**config.mk**
```make
export PLATFORM = sky130hd
export DESIGN_NAME = alu_exec_unit
export DESIGN_NICKNAME = d
export VERILOG_FILES = /design/src/rtl/alu_exec_unit.sv
export SDC_FILE = /design/constraint.sdc
export NUM_CORES = 1
export LEC_CHECK = 0
export CELL_PAD_IN_SITES_DETAIL_PLACEMENT = 1
export CELL_PAD_IN_SITES_GLOBAL_PLACEMENT = 2
export CORE_MARGIN = 3
export CORE_UTILIZATION = 31
export CTS_BUF_LIST = sky130_fd_sc_hd__clkbuf_16
export CTS_CLUSTER_DIAMETER = 30
export DETAILED_ROUTE_END_ITERATION = 16
export HOLD_SLACK_MARGIN = 0.12
export PLACE_DENSITY = 0.87
export SLEW_MARGIN = 0
export SYNTH_ARGS = -nofsm -noshare
export SYNTH_HDL_FRONTEND = slang
export SYNTH_SLANG_ARGS = --single-unit
```
**constraint.sdc**
```tcl
create_clock -name clk -period 3.3 [get_ports clk]
set_input_delay 0.33 -clock clk [delete_from_list [all_inputs] [get_ports clk]]
set_output_delay 0.33 -clock clk [all_outputs]
set_load 0.005 [all_outputs]
```
**src/rtl/alu_exec_unit.sv**
```systemverilog
// ALU execute unit: ALUOp/func decode, single-cycle ALU ops and iterative multu/divu into HI/LO.
// Define ALU_EXEC_SIGNED_MULDIV_EN to add signed mult/div (func 011000 / 011010).
module alu_exec_unit #(
   parameter int DATA_WIDTH  = 32,
   parameter int FUNC_WIDTH  = 6,
   parameter int ALUOP_WIDTH = 2
) (
   input  logic                   clk,
   input  logic                   rst,
   input  logic                   start,
   input  logic [ALUOP_WIDTH-1:0] alu_op,
   input  logic [FUNC_WIDTH-1:0]  func,
   input  logic [DATA_WIDTH-1:0]  src_a,
   input  logic [DATA_WIDTH-1:0]  src_b,
   output logic                   busy,
   output logic                   done,
   output logic [DATA_WIDTH-1:0]  result,
   output logic                   zero,
   output logic                   illegal,
   output logic [DATA_WIDTH-1:0]  hi,
   output logic [DATA_WIDTH-1:0]  lo
);

   localparam int CNT_W = $clog2(DATA_WIDTH);

   localparam logic [ALUOP_WIDTH-1:0] OP_ADD = ALUOP_WIDTH'(0);
   localparam logic [ALUOP_WIDTH-1:0] OP_SUB = ALUOP_WIDTH'(1);
   localparam logic [ALUOP_WIDTH-1:0] OP_RTY = ALUOP_WIDTH'(2);

   localparam logic [FUNC_WIDTH-1:0] F_ADD   = FUNC_WIDTH'(6'b100000);
   localparam logic [FUNC_WIDTH-1:0] F_SUB   = FUNC_WIDTH'(6'b100010);
   localparam logic [FUNC_WIDTH-1:0] F_AND   = FUNC_WIDTH'(6'b100100);
   localparam logic [FUNC_WIDTH-1:0] F_OR    = FUNC_WIDTH'(6'b100101);
   localparam logic [FUNC_WIDTH-1:0] F_SLT   = FUNC_WIDTH'(6'b101010);
   localparam logic [FUNC_WIDTH-1:0] F_NOR   = FUNC_WIDTH'(6'b110000);
   localparam logic [FUNC_WIDTH-1:0] F_MFHI  = FUNC_WIDTH'(6'b010000);
   localparam logic [FUNC_WIDTH-1:0] F_MFLO  = FUNC_WIDTH'(6'b010010);
   localparam logic [FUNC_WIDTH-1:0] F_MULTU = FUNC_WIDTH'(6'b011001);
   localparam logic [FUNC_WIDTH-1:0] F_DIVU  = FUNC_WIDTH'(6'b011011);
`ifdef ALU_EXEC_SIGNED_MULDIV_EN
   localparam logic [FUNC_WIDTH-1:0] F_MULT  = FUNC_WIDTH'(6'b011000);
   localparam logic [FUNC_WIDTH-1:0] F_DIV   = FUNC_WIDTH'(6'b011010);
`endif

   localparam logic [1:0] K_ALU = 2'd0;
   localparam logic [1:0] K_ILL = 2'd1;
   localparam logic [1:0] K_MUL = 2'd2;
   localparam logic [1:0] K_DIV = 2'd3;

   typedef enum logic [1:0] {S_IDLE, S_ITER, S_FIN} state_t;

   state_t state_reg, state_next;

   logic [1:0]            dec_kind;
   logic [DATA_WIDTH-1:0] alu_val;
   logic [DATA_WIDTH-1:0] op_a, op_b;

   logic [DATA_WIDTH-1:0] acc_reg, q_reg, m_reg;
   logic [CNT_W-1:0]      cnt_reg;
   logic                  div_reg;

   logic [DATA_WIDTH-1:0] result_reg, hi_reg, lo_reg;
   logic                  zero_reg, illegal_reg, done_reg;

   logic [DATA_WIDTH:0]   mul_sum, div_sh;
   logic                  div_ge;
   logic [DATA_WIDTH-1:0] div_diff, acc_step, q_step;
   logic [DATA_WIDTH-1:0] hi_fin, lo_fin;

`ifdef ALU_EXEC_SIGNED_MULDIV_EN
   logic                  dec_signed;
   logic                  sgn_reg, neg_q_reg, neg_r_reg, b_zero_reg;
   logic [DATA_WIDTH-1:0] a_raw_reg;
   logic [2*DATA_WIDTH-1:0] prod;
`endif

   // Decode and single-cycle datapath; mfhi/mflo see HI/LO as registered now.
   always_comb begin
      dec_kind = K_ILL;
      alu_val  = '0;
`ifdef ALU_EXEC_SIGNED_MULDIV_EN
      dec_signed = 1'b0;
`endif
      case (alu_op)
         OP_ADD: begin dec_kind = K_ALU; alu_val = src_a + src_b; end
         OP_SUB: begin dec_kind = K_ALU; alu_val = src_a - src_b; end
         OP_RTY: begin
            case (func)
               F_ADD:   begin dec_kind = K_ALU; alu_val = src_a + src_b; end
               F_SUB:   begin dec_kind = K_ALU; alu_val = src_a - src_b; end
               F_AND:   begin dec_kind = K_ALU; alu_val = src_a & src_b; end
               F_OR:    begin dec_kind = K_ALU; alu_val = src_a | src_b; end
               F_SLT:   begin
                  dec_kind = K_ALU;
                  alu_val  = {{(DATA_WIDTH-1){1'b0}}, ($signed(src_a) < $signed(src_b))};
               end
               F_NOR:   begin dec_kind = K_ALU; alu_val = ~(src_a | src_b); end
               F_MFHI:  begin dec_kind = K_ALU; alu_val = hi_reg; end
               F_MFLO:  begin dec_kind = K_ALU; alu_val = lo_reg; end
               F_MULTU: dec_kind = K_MUL;
               F_DIVU:  dec_kind = K_DIV;
`ifdef ALU_EXEC_SIGNED_MULDIV_EN
               F_MULT:  begin dec_kind = K_MUL; dec_signed = 1'b1; end
               F_DIV:   begin dec_kind = K_DIV; dec_signed = 1'b1; end
`endif
               default: dec_kind = K_ILL;
            endcase
         end
         default: dec_kind = K_ILL;
      endcase
   end

`ifdef ALU_EXEC_SIGNED_MULDIV_EN
   assign op_a = (dec_signed && src_a[DATA_WIDTH-1]) ? -src_a : src_a;
   assign op_b = (dec_signed && src_b[DATA_WIDTH-1]) ? -src_b : src_b;
`else
   assign op_a = src_a;
   assign op_b = src_b;
`endif

   // acc/q double as {A,Q} for shift-add multiply and {R,Q} for restoring divide.
   always_comb begin
      mul_sum  = {1'b0, acc_reg} + (q_reg[0] ? {1'b0, m_reg} : '0);
      div_sh   = {acc_reg, q_reg[DATA_WIDTH-1]};
      div_ge   = (div_sh >= {1'b0, m_reg});
      div_diff = div_sh[DATA_WIDTH-1:0] - m_reg;
      if (div_reg) begin
         acc_step = div_ge ? div_diff : div_sh[DATA_WIDTH-1:0];
         q_step   = {q_reg[DATA_WIDTH-2:0], div_ge};
      end else begin
         acc_step = mul_sum[DATA_WIDTH:1];
         q_step   = {mul_sum[0], q_reg[DATA_WIDTH-1:1]};
      end
   end

   always_comb begin
      hi_fin = acc_reg;
      lo_fin = q_reg;
`ifdef ALU_EXEC_SIGNED_MULDIV_EN
      prod = {acc_reg, q_reg};
      if (sgn_reg) begin
         if (div_reg) begin
            if (b_zero_reg) begin
               lo_fin = '1;
               hi_fin = a_raw_reg;
            end else begin
               lo_fin = neg_q_reg ? -q_reg : q_reg;
               hi_fin = neg_r_reg ? -acc_reg : acc_reg;
            end
         end else begin
            {hi_fin, lo_fin} = neg_q_reg ? -prod : prod;
         end
      end
`endif
   end

   always_ff @(posedge clk) begin
      if (rst) state_reg <= S_IDLE;
      else     state_reg <= state_next;
   end

   always_comb begin
      state_next = state_reg;
      case (state_reg)
         S_IDLE: if (start && (dec_kind == K_MUL || dec_kind == K_DIV)) state_next = S_ITER;
         S_ITER: if (cnt_reg == CNT_W'(DATA_WIDTH-1)) state_next = S_FIN;
         S_FIN:  state_next = S_IDLE;
         default: state_next = S_IDLE;
      endcase
   end

   always_comb begin
      busy    = (state_reg != S_IDLE);
      done    = done_reg;
      result  = result_reg;
      zero    = zero_reg;
      illegal = illegal_reg;
      hi      = hi_reg;
      lo      = lo_reg;
   end

   always_ff @(posedge clk) begin
      if (rst) begin
         acc_reg     <= '0;
         q_reg       <= '0;
         m_reg       <= '0;
         cnt_reg     <= '0;
         div_reg     <= 1'b0;
         result_reg  <= '0;
         zero_reg    <= 1'b1;
         illegal_reg <= 1'b0;
         done_reg    <= 1'b0;
         hi_reg      <= '0;
         lo_reg      <= '0;
`ifdef ALU_EXEC_SIGNED_MULDIV_EN
         sgn_reg     <= 1'b0;
         neg_q_reg   <= 1'b0;
         neg_r_reg   <= 1'b0;
         b_zero_reg  <= 1'b0;
         a_raw_reg   <= '0;
`endif
      end else begin
         done_reg <= 1'b0;
         case (state_reg)
            S_IDLE: if (start) begin
               case (dec_kind)
                  K_ALU: begin
                     result_reg  <= alu_val;
                     zero_reg    <= (alu_val == '0);
                     illegal_reg <= 1'b0;
                     done_reg    <= 1'b1;
                  end
                  K_ILL: begin
                     result_reg  <= '0;
                     zero_reg    <= 1'b1;
                     illegal_reg <= 1'b1;
                     done_reg    <= 1'b1;
                  end
                  default: begin
                     acc_reg <= '0;
                     cnt_reg <= '0;
                     div_reg <= (dec_kind == K_DIV);
                     q_reg   <= (dec_kind == K_DIV) ? op_a : op_b;
                     m_reg   <= (dec_kind == K_DIV) ? op_b : op_a;
`ifdef ALU_EXEC_SIGNED_MULDIV_EN
                     sgn_reg    <= dec_signed;
                     neg_q_reg  <= src_a[DATA_WIDTH-1] ^ src_b[DATA_WIDTH-1];
                     neg_r_reg  <= src_a[DATA_WIDTH-1];
                     b_zero_reg <= (src_b == '0);
                     a_raw_reg  <= src_a;
`endif
                  end
               endcase
            end
            S_ITER: begin
               acc_reg <= acc_step;
               q_reg   <= q_step;
               cnt_reg <= cnt_reg + 1'b1;
            end
            S_FIN: begin
               hi_reg      <= hi_fin;
               lo_reg      <= lo_fin;
               result_reg  <= lo_fin;
               zero_reg    <= (lo_fin == '0);
               illegal_reg <= 1'b0;
               done_reg    <= 1'b1;
            end
            default: ;
         endcase
      end
   end

endmodule

```
==> flow_metrics.tcl <==
set metrics [dict create \
    place_area_um2 25720 \
    grt_max_degree 94 \
    finalCritPeriodShare_pct 106.0 \
    r2r_start "acc_reg[0]" \
    violations "negative setup slack" \
    utilization_pct 50.76 \
    synth.yosys.seq_area_share_pct 22.02 \
    fill_cells 7030 \
    switchingPower_mw 3.333 \
    dp.cells 3998 \
    synth_fp_nets 2832 \
    criticalPathCategory "reg -> reg" \
    r2r_cells 17 \
    cp-end-kind "flop" \
    final_common_cell "buf_4" \
    cts.sinks 203 \
    path_max_fanout 7 \
    combPwrFrac_pct 24.9 \
    p_leak_nw 12.63 \
    grt_first_pass_wirelength_um 167000 \
    vias_per_cell 5.881 \
    ys_warn_count 0 \
    synth_area_um2 18460 \
    seq_area_um2 4079 \
    cts_tree "yes" \
    multiInputGateArea_um2 14570 \
    hold_start "src_b[1]" \
    antenna_found_initial 3 \
    tightest_slew_ns 1.119 \
    timing.fmax_mhz 285.7 \
    rows 88 \
    fin_crit_ns 3.500 \
    areaGrowthSynthToFinish_pct 60.19 \
    pwr_density_cell_nw_per_um2 371.4 \
    synthArstFlopShare_pct 0 \
    die_w_um 250.0 \
    hold_path.class "in -> reg" \
    ys_ff_latch 203 \
    dpl.hpwl_um 89760 \
    grt_util_all_layers_pct 35.23 \
    final_cell_mix "buf_4 (657), nand2_1 (414), nor2_1 (224), a21oi_1 (220), dfxtp_1 (197)" \
    rr_endpoint "acc_reg[0]" \
    dr_total_vias 24470 \
    cts_max_level 2 \
    worst_slack_ns -0.1996 \
    vdd_drop_max_v 0.0003704 \
    outcome "complete, but fails checks" \
    synth-edff-count 0 \
    min_path_cells 4 \
    clkTransAtPathRegs_ns 0.05 \
    clock_latency_ns 0.64 \
    fp.dieH_um 250.0 \
    seqPwrFrac_pct 22.8 \
    max_slew_margin_pct 24.72 \
    cp.required_ns 3.83 \
    fin_nets 3603 \
    avgSynthCellArea_um2 7.170 \
    ys_types 93 \
    portBuffers 174 \
    drc 0 \
    worst_hold_slack_ns 0.1497 \
    crit_arrival_ns 4.03 \
    slew_viol_final 0 \
    synthFlopType "dfxtp_1" \
    grt_pass1_vias 25300 \
    drt-total-wl_um 117100 \
    cts_root_buffer "clkbuf_16" \
    gp_congestion 0.9942 \
    p_sw_share_pct 30.35 \
    wl_per_cell_um 28.16 \
    cts_buffer_depth 3 \
    drtAntennaViolNets 0 \
    min_to "m_reg[1]" \
    coreArea_um2 58250 \
    drt_iter0_drc 2202 \
    stdcell_count 4160 \
    start_kind "flop" \
    setup_viol 16 \
    p_int_mw 7.647 \
    die_area_um2 62500 \
    worst_clock_skew_ns 0.04473 \
    grt_setup_unrepaired "yes" \
    p_clk_share_pct 52.2 \
    max-cap-violations 0 \
    globalRoute.totalOverflow 0 \
    cts_made_buffers 60 \
    initial_utilization_pct 31.68 \
    hold_viol_final 0 \
    dp_worst_setup_slack_ns -1.196 \
    r2r_setup_slack_ns -0.20 \
    syn_inst 2574 \
    fin_area_um2 29560 \
    pin_count 175 \
    dr.pass1.iters 7 \
    drive_gt1_share_pct 31.24 \
]
## routing by layer
layer	share of wire (%)	track usage [%]	wire length, um	vias up
li1	-	-	-	10950
met1	44	48.07	51720	12320
met2	45	56.72	52340	957
met3	7.2	5.784	8412	243
met4	4.0	11.06	4653	0
met5	0	0	0	-
## synth_stat cells (11+ instances only)
cell | n | area (um^2)
o211ai_1 | 45 | 337.8
o21ai_0 | 101 | 505.5
a222oi_1 | 52 | 520.5
nand4_1 | 19 | 118.9
inv_1 | 154 | 578.1
nor2_1 | 243 | 912.1
buf_1 | 16 | 60.06
clkbuf_1 | 131 | 491.7
nor2b_1 | 50 | 312.8
xor2_1 | 23 | 201.4
a21oi_1 | 253 | 1266
nand3_1 | 27 | 135.1
nor3_1 | 41 | 205.2
a22oi_1 | 19 | 142.6
o22ai_1 | 11 | 68.82
a211oi_1 | 57 | 427.9
nand2b_1 | 22 | 137.6
a221o_1 | 11 | 110.1
o31ai_1 | 15 | 112.6
and2_1 | 11 | 68.82
a21o_1 | 38 | 285.3
nor4_1 | 26 | 162.7
nand2_1 | 421 | 1580
buf_2 | 18 | 90.09
xnor2_1 | 45 | 394.1
dfxtp_1 | 203 | 4064
o221ai_1 | 15 | 131.4
a311oi_1 | 70 | 613.1
and3_1 | 13 | 81.33
o21bai_1 | 22 | 165.2
o21a_1 | 16 | 120.1
ha_1 | 179 | 2240
a31oi_1 | 18 | 112.6
mux2i_1 | 18 | 180.2
## power by group through the flow
stage / clock (mW) / sequential [mW] / combinational, mW
after floorplan: 0 / 2.54 / 0.969
after global placement: 0 / 2.55 / 2.41
after detailed placement: 0 / 2.55 / 2.43
after CTS: 5.80 / 2.51 / 2.59
after global routing: 5.95 / 2.51 / 2.89
final: 5.73 / 2.51 / 2.74
## logic make-up after synthesis
family          share of synthesized area, %
simple gates                           21.77
flops                                  22.02
compound gates                         32.48
buf+inv                                6.773
fa+ha+maj                              12.57
mux                                    1.159
xor+xnor                               3.227
## worst max-delay path, cell delays in order, from the launching register on
cell and delay [ns]:
dfxtp_4 0.36, buf_6 0.12, ha_4 0.23, nor2b_4 0.12, o31a_1 0.36, o311ai_4 0.37, buf_6 0.17, o2111ai_4 0.16
a41oi_2 0.28, nor2_2 0.09, o21ai_4 0.22, buf_8 0.18, buf_12 0.13, buf_6 0.11, nand2_4 0.05, o21ai_2 0.06
mux2i_1 0.10, o21ai_1 0.24
## metrics by stage
step | setup TNS (ns) | total power, mW
3_3_place_gp | -18.17 | 4.958
5_1_grt | -3.421 | 11.35
2_1_floorplan | -0.04324 | 3.513
3_5_place_dp | -21.52 | 4.982
6_report | -1.115 | 10.98
4_1_cts | -0.1257 | 10.89
## worst max path at each step
stage / startpoint / endpoint
finish: acc_reg[0] / acc_reg[0]
global route: acc_reg[0] / acc_reg[0]
CTS: src_b[0] / zero
detailed placement: src_a[1] / zero
global placement: src_a[18] / zero
floorplan: src_a[0] / zero
## layout make-up
| type | count | share of cell area, % |
|---|---|---|
| Antenna cell | 2 | 0.01693 |
| Sequential cell | 203 | 13.80 |
| Timing Repair Buffer | 876 | 24.83 |
| Tap cell | 765 | 3.238 |
| Clock inverter | 50 | 1.701 |
| Inverter | 157 | 2.057 |
| Multi-Input combinational cell | 2047 | 49.28 |
| Clock buffer | 60 | 5.079 |
## repair_timing
action / in CTS / in global routing
buffers inserted: 28 / 23
endpoints found under the setup margin: 45 / 40
pin swaps: 68 / 90
gates resized for setup: 220 / 154
cloned: 2 / 2
hold buffers: 2 / 0
hold endpoints to repair: 26 / 0
No activity file was read; power rests on OpenSTA's default activity.
